File: config.mk
export PLATFORM = sky130hd
export DESIGN_NAME = ibus_responder
export DESIGN_NICKNAME = d
export VERILOG_FILES = /design/src/rtl/ibus_responder_pkg.sv /design/src/rtl/ibus_addr_decode.sv /design/src/rtl/ibus_responder.sv
export SDC_FILE = /design/constraint.sdc
export NUM_CORES = 1
export LEC_CHECK = 0
export ABC_AREA = 1
export BUFFER_PORTS_ARGS = -buffer_cell sky130_fd_sc_hd__buf_2
export CAP_MARGIN = 20
export CORE_AREA = 2 2 91 93
export CTS_CLUSTER_SIZE = 24
export DETAILED_ROUTE_END_ITERATION = 7
export DIE_AREA = 0 0 93 95
export GPL_TIMING_DRIVEN = 0
export PLACE_DENSITY = 0.65
export SETUP_SLACK_MARGIN = 0.4
export SYNTH_ARGS = -nofsm -noshare
export SYNTH_HDL_FRONTEND = slang
export SYNTH_SLANG_ARGS = --single-unit
File: constraint.sdc
create_clock -name clock -period 2.48 [get_ports clock]
set_input_delay 0.496 -clock clock [delete_from_list [all_inputs] [get_ports clock]]
set_output_delay 0.496 -clock clock [all_outputs]
set_load 0.01 [all_outputs]
File: src/rtl/ibus_responder_pkg.sv
// rtl/ibus_responder_pkg.sv - shared constants, state encoding and segment helper for the fetch responder
package ibus_responder_pkg;

   localparam logic [31:0] KSEG0_BASE   = 32'h8000_0000;
   localparam logic [31:0] KSEG1_BASE   = 32'hA000_0000;
   localparam logic [31:0] SEG_MASK     = 32'hE000_0000;
   localparam int          PHYS_W       = 29;
   localparam logic [31:0] RESET_VECTOR = 32'hBFC0_0000;

   localparam logic [0:0] ST_IDLE = 1'b0;
   localparam logic [0:0] ST_BUSY = 1'b1;

   function automatic logic in_seg(input logic [31:0] addr, input logic [31:0] base);
      return (addr & SEG_MASK) == base;
   endfunction

endpackage

File: src/rtl/ibus_addr_decode.sv
// rtl/ibus_addr_decode.sv - combinational kseg0/kseg1 decode of a fetch address
module ibus_addr_decode
   import ibus_responder_pkg::*;
(
   input  logic [31:0]       address,
   output logic              mapped,
   output logic              aligned,
   output logic [PHYS_W-1:0] phys
);

   // Both unmapped-cached and unmapped-uncached windows alias the same physical space.
   assign mapped  = in_seg(address, KSEG0_BASE) | in_seg(address, KSEG1_BASE);
   assign aligned = (address[1:0] == 2'b00);
   assign phys    = address[PHYS_W-1:0];

endmodule

File: src/rtl/ibus_responder.sv
// rtl/ibus_responder.sv - single-outstanding instruction fetch responder with backend timeout
module ibus_responder
   import ibus_responder_pkg::*;
#(
   parameter int unsigned TIMEOUT_CYCLES = 255
) (
   input  logic              clock,
   input  logic              reset,
   input  logic [31:0]       ibus_address,
   input  logic              ibus_read,
   output logic [31:0]       ibus_data,
   output logic              ibus_stall,
   output logic              ibus_error,
   output logic              mem_req,
   output logic [PHYS_W-1:0] mem_addr,
   input  logic              mem_ack,
   input  logic [31:0]       mem_rdata
);

   localparam logic [7:0] TIMEOUT_LAST = 8'(TIMEOUT_CYCLES - 1);

   logic [0:0]        state_q, state_d;
   logic [7:0]        cnt_q, cnt_d;
   logic [31:0]       data_q, data_d;
   logic              err_q, err_d;
   logic [PHYS_W-1:0] addr_q, addr_d;

   logic              dec_mapped;
   logic              dec_aligned;
   logic [PHYS_W-1:0] dec_phys;

   ibus_addr_decode u_decode (
      .address (ibus_address),
      .mapped  (dec_mapped),
      .aligned (dec_aligned),
      .phys    (dec_phys)
   );

   always_comb begin
      state_d = state_q;
      cnt_d   = cnt_q;
      data_d  = data_q;
      err_d   = err_q;
      addr_d  = addr_q;
      if (state_q == ST_IDLE) begin
         // An error response lasts one cycle; data is held until the next accept.
         err_d = 1'b0;
         if (ibus_read) begin
            if (dec_mapped && dec_aligned) begin
               state_d = ST_BUSY;
               cnt_d   = 8'd0;
               addr_d  = dec_phys;
            end else begin
               err_d  = 1'b1;
               data_d = 32'd0;
            end
         end
      end else begin
         // Ack wins over a coincident timeout.
         if (mem_ack) begin
            state_d = ST_IDLE;
            data_d  = mem_rdata;
            err_d   = 1'b0;
         end else if (cnt_q == TIMEOUT_LAST) begin
            state_d = ST_IDLE;
            data_d  = 32'd0;
            err_d   = 1'b1;
         end else begin
            cnt_d = cnt_q + 8'd1;
         end
      end
   end

   always_ff @(posedge clock) begin
      if (reset) begin
         state_q <= ST_IDLE;
         cnt_q   <= 8'd0;
         data_q  <= 32'd0;
         err_q   <= 1'b0;
         addr_q  <= '0;
      end else begin
         state_q <= state_d;
         cnt_q   <= cnt_d;
         data_q  <= data_d;
         err_q   <= err_d;
         addr_q  <= addr_d;
      end
   end

   assign ibus_stall = (state_q == ST_BUSY);
   assign mem_req    = (state_q == ST_BUSY);
   assign mem_addr   = addr_q;
   assign ibus_data  = data_q;
   assign ibus_error = err_q;

endmodule
======== Word-level counts from Yosys, hierarchy flattened ========
Cells that the tools add are included.
operators by class
  $add $sub $neg .......................... 1
  equality and inequality tests ........... 7
  mux-type cells .......................... 20
  bitwise operators ....................... 2
  reductions and logical operators ........ 7
operators with widths
  kind                 count
  $mux 32              5
  $mux 8               5
  $mux 1               10
  $add 8x1->8 const B  1
  $eq 8x8->1 const B   1
  $eq 3x3->1 const B   2
  $ne 2x2->1 const B   3
  $reduce_and 3->1     2
  $reduce_and 4->1     1
  $reduce_bool 2->1    2
  $ne 3x2->1 const B   1
  $logic_not 2->1      1
  $logic_and 1x1->1    1
  $not 1->1            1
  $or 1x1->1           1
storage, ports and cells
  register bits after elaboration ......... 71
  output and inout port bits .............. 64

======== Logic depth before layout (Yosys ltp) ========
  depth in word-level cells ............... 6
  gate-level depth with buffers ........... 11

======== Modules after synthesis ========
A second synthesis with hierarchy kept.
second synthesis, totals
  cells, all modules ...................... 395
  area total of the unflattened synthesis .. 3141.8 um^2
modules (own cells, without submodules)
  module            instances  cells an instance  area each (um^2)
  ibus_responder    1          363                2910.3
  ibus_addr_decode  1          32                 231.5

======== Worst setup path after synthesis ========
No wires, ideal clock.
  kind .................................... input port to flip-flop
  start ................................... input ibus_address[1]
  end ..................................... register addr_q[25], in the netlist mem_addr[25]
  setup time .............................. 0.119 ns
  data arrival time ....................... 1.291 ns
  data required time ...................... 2.361 ns
  slack ................................... 1.069 ns
  cell stages on the path ................. 6
  buffers on the path ..................... 2
  path through ............................ nor2_1 > nand4_2 > buf_2 > buf_2 > o21ai_0 > a21oi_1
on the way
  word-level cells in the longest chain between the ends .. 3
RTL lines
  element                            line                    source
  start, declared                    ibus_responder.sv:9     input logic [31:0] ibus_address,
  $logic_not 2->1                    ibus_addr_decode.sv:13  assign aligned = (address[1:0] == 2'b00);
  $logic_and 1x1->1                  ibus_responder.sv:49    if (dec_mapped && dec_aligned) begin
  $reduce_and 3->1 (no source line)  --
  end signal, assigned               ibus_responder.sv:86    addr_q <= addr_d;
  end, declared                      ibus_responder.sv:26    logic [PHYS_W-1:0] addr_q, addr_d;
Every way passes these cells.
A chain may end at the register's enable or synchronous reset.

======== Worst setup path after layout ========
  start ................................... register state_q, in the netlist ibus_stall
  end ..................................... output mem_req
RTL lines
  element                 line                  source
  start, declared         ibus_responder.sv:22  logic [0:0] state_q, state_d;
  start signal, assigned  ibus_responder.sv:82  state_q <= state_d;
  end, declared           ibus_responder.sv:14  output logic mem_req,
No word-level cell between the ends.

==> Implementation_results.wiki <==
{| class="wikitable"
! Metric !! Value
|-
| Run status || completed
|-
| Warning count from the yosys run || 0
|-
| Worst path bufs/invs || 2
|-
| Instance count after placement with tap cells included || 582
|-
| Total length of routed wires || 6.86 mm
|-
| Max frequency || between 600 and 700 MHz
|-
| Number of max-capacitance violations reported || 0
|-
| Worst IR Drop VDD || between 0.0002 and 0.0003 V
|-
| Total cell area at the placement stage || ~3500 um2
|-
| Buffers from clock root to sink, at most || 2
|-
| Data arrival time of the critical path || approximately 1000 ps
|-
| Final hold slack || about 410 ps
|-
| Worst path setup slack after routing || around 940 ps
|-
| Vias per std cell || around 4.4
|-
| Dominant cells by area after synthesis || sky130_fd_sc_hd__dfxtp_1 53%, sky130_fd_sc_hd__a21oi_1 12%, sky130_fd_sc_hd__nand2_1 12%, sky130_fd_sc_hd__inv_1 6.1%, sky130_fd_sc_hd__o21ai_0 5.2%
|-
| Critical path required time || approximately 2000 ps
|-
| Cells along the critical path || buf_4 -> buf_2
|-
| Worst r2r src || ibus_stall
|-
| Number of nets with antenna violations after routing || 0
|-
| Global-route wire length before repair || 11.1 mm
|-
| Worst R2R Path Depth || 5
|-
| Cell depth of the worst hold path || 3
|-
| Slew at the pin closest to its max-slew limit || around 510 ps
|-
| Type of the worst min-delay path || input pin to register
|-
| # H-tree levels || 3
|-
| R2R setup slack || 980 ps
|-
| Leakage power of the design || roughly 1.6 nW
|-
| Clock sink count || 71
|-
| Cell area after technology mapping || roughly 2700 um2
|-
| Launch point of the worst path || ibus_stall
|-
| Post-Syn Instances || between 300 and 400
|-
| I/O pins || 132
|-
| Final count of negative-setup-slack endpoints || 0
|-
| Post-synth EDFFs || 0
|-
| Top cell family by delay on the critical path || flip-flops
|-
| DRC violation total after the first TritonRoute iteration || 53
|-
| Number of global-route vias before repair || roughly 2,500
|-
| Ratio of final minimum period to clock period || between 60 and 70%
|-
| Hold Buf Count CTS || 0
|-
| Final Slew Violations || 0
|-
| Master of the slowest instance on the critical path || sky130_fd_sc_hd__dfxtp_1
|-
| Critical path's largest stage delay || about 450 ps
|-
| Commonest cells post-synth || 83 x sky130_fd_sc_hd__nand2_1, 71 x sky130_fd_sc_hd__dfxtp_1, 67 x sky130_fd_sc_hd__a21oi_1
|-
| Post-Place Setup Slack || 798 ps
|-
| Layout Nets || 558
|-
| # Post-CTS Setup Buffers || 0
|-
| CTS tree || yes
|-
| Aggregate negative setup slack || 0 ps
|-
| Setup Crit Path Kind || register to output pin
|-
| Synthesized net count || ~420
|-
| Final weighted congestion in routability-driven placement || 0.809
|-
| Final antenna diode count || 0
|-
| Dominant register cell in the synthesized netlist || sky130_fd_sc_hd__dfxtp_1
|-
| Crit end category || output pin
|-
| Area growth from synthesis to layout || 35.8%
|-
| Standard-cell rows || 33
|-
| Cell at the root of the clock tree || sky130_fd_sc_hd__clkbuf_8
|-
| Core box area || between 7000 and 8000 um2
|-
| Synthesized flop and latch total || between 70 and 80
|-
| Latest clock arrival within the worst-skew pair || between 300 and 400 ps
|-
| Setup clock skew after layout || approximately 6.9 ps
|-
| Residual overflow from global routing || 0
|-
| Die span in x || around 93 um
|-
| Top cell type's share of synthesized area || 52.6%
|-
| Pin count of the biggest net entering global routing || 12
|-
| Slew HR || ~66%
|-
| Final Util || 46.3%
|-
| Number of different library cells in the post-synthesis netlist || 18
|-
| # port buffers || 129
|-
| Share of layout cells above drive strength 1 || about a third
|-
| CP startpoint kind || register
|-
| Drc violations || 0
|-
| Top fanout value on the critical path || 6
|-
| Hold Violations, Final || 0
|-
| Post-cts sizing count || 0
|-
| End of the worst hold path || ibus_data[27]
|-
| Fraction of the yosys area taken by sequential cells || 52.6%
|-
| Clock-pin slew reported for the worst setup and hold paths after clock tree synthesis || approximately 70 ps
|-
| Total global routing track utilization || roughly 16%
|-
| Final worst path period need || roughly 1500 ps
|-
| Cts bufs inserted || 9
|-
| Total chip power || around 2.2 mW
|-
| Length of the first detailed-routing pass in iterations || 4
|-
| Post-Layout Cell Count || approximately 600
|-
| Post-detailed-placement half-perimeter wirelength || ~5 mm
|-
| Die Height || 95 um
|-
| Areal power density over the cells || roughly 600 nW/um2
|-
| Die Footprint || 8840 um2
|-
| Average wire per standard cell || around 11 um
|-
| Launch instance of the worst min-delay path || mem_rdata[27]
|-
| R2r endpoint || ibus_data[30]
|-
| Initial core utilization || roughly 34%
|-
| Via count || about 2,600
|-
| Async S/R FF share, synth || 0%
|-
| Post-layout instance area || between 3000 and 4000 um2
|-
| Setup repair after global routing missed its margin || no
|-
| Mean cell area of the mapped netlist || ~7.8 um2
|-
| Most frequent cell after synthesis || sky130_fd_sc_hd__nand2_1
|-
| Antenna violations before repair || 0
|-
| Post-synthesis cell type with the largest combined area || sky130_fd_sc_hd__dfxtp_1
|}
-- logic make-up (layout without fill, tap and decap cells) --
logic type / count (synthesis) / count (layout) / synth area share, %
flops: 71 / 71 / 52.6
buf+inv: 64 / 209 / 10.5
compound gates: 95 / 95 / 17.6
simple gates: 116 / 116 / 18.4
fa+ha+maj: 2 / 2 / 0.926
-- power by group --
part	switching, mW	internal [mW]	total, mW
combinational	0.0808	0.0693	0.150
clock	0.407	0.488	0.895
sequential	0.00636	1.15	1.16
-- registers in the layout, indices dropped and copies added (netlist names) --
name        flops
mem_addr       29
ibus_error      1
cnt_q           8
ibus_stall      1
ibus_data      32
-- how the worst max path moves through the flow --
stage                         end  slack [ps]  depth (start not counted)
global route        ibus_data[20]         790                          5
floorplan            mem_addr[25]        1070                          6
CTS                       mem_req         900                          2
finish                    mem_req         940                          2
detailed placement       cnt_q[5]         800                          8
global placement         cnt_q[5]         790                          8
-- cells in the final DEF (no fill, tap or decap) --
cell type and instances:
sky130_fd_sc_hd__a21oi_1 67, sky130_fd_sc_hd__buf_2 136, sky130_fd_sc_hd__buf_4 1, sky130_fd_sc_hd__buf_6 4, sky130_fd_sc_hd__bufinv_16 1, sky130_fd_sc_hd__clkbuf_1 10
sky130_fd_sc_hd__clkbuf_8 10, sky130_fd_sc_hd__clkinv_2 3, sky130_fd_sc_hd__dfxtp_1 71, sky130_fd_sc_hd__ha_1 2, sky130_fd_sc_hd__inv_1 44, sky130_fd_sc_hd__nand2_1 83
sky130_fd_sc_hd__nand2_2 4, sky130_fd_sc_hd__nand2_4 3, sky130_fd_sc_hd__nand3_1 8, sky130_fd_sc_hd__nand4_2 1, sky130_fd_sc_hd__nor2_1 14, sky130_fd_sc_hd__nor2_4 1
sky130_fd_sc_hd__nor3_1 1, sky130_fd_sc_hd__o21ai_0 28, sky130_fd_sc_hd__or2_2 1
-- final cells by class --
class                           count  area, um2
Fill cell                         846       4260
Tap cell                          105        131
Timing Repair Buffer              129        646
Sequential cell                    71       1420
Inverter                           44        165
Buffer                             20        118
Clock inverter                      4       45.0
Multi-Input combinational cell    213        998
Clock buffer                       12        145
-- worst register-to-register path, delay by kind of cell (launching register included) --
family / cells / cell delay [ps]
AOI/OAI and AO/OA: 1 / 160
buffers and inverters: 2 / 590
and+or+nand+nor: 2 / 230
DFF: 1 / 450
-- layer usage --
layer,vias to the layer above,GRT usage [%],share of wire [%]
li1,1376,-,-
met1,1170,18.3,44
met2,66,27.8,49
met3,10,3.91,5.0
met4,0,7.84,2.0
met5,-,0,0
Note: power is estimated with default switching activity, not from simulation.
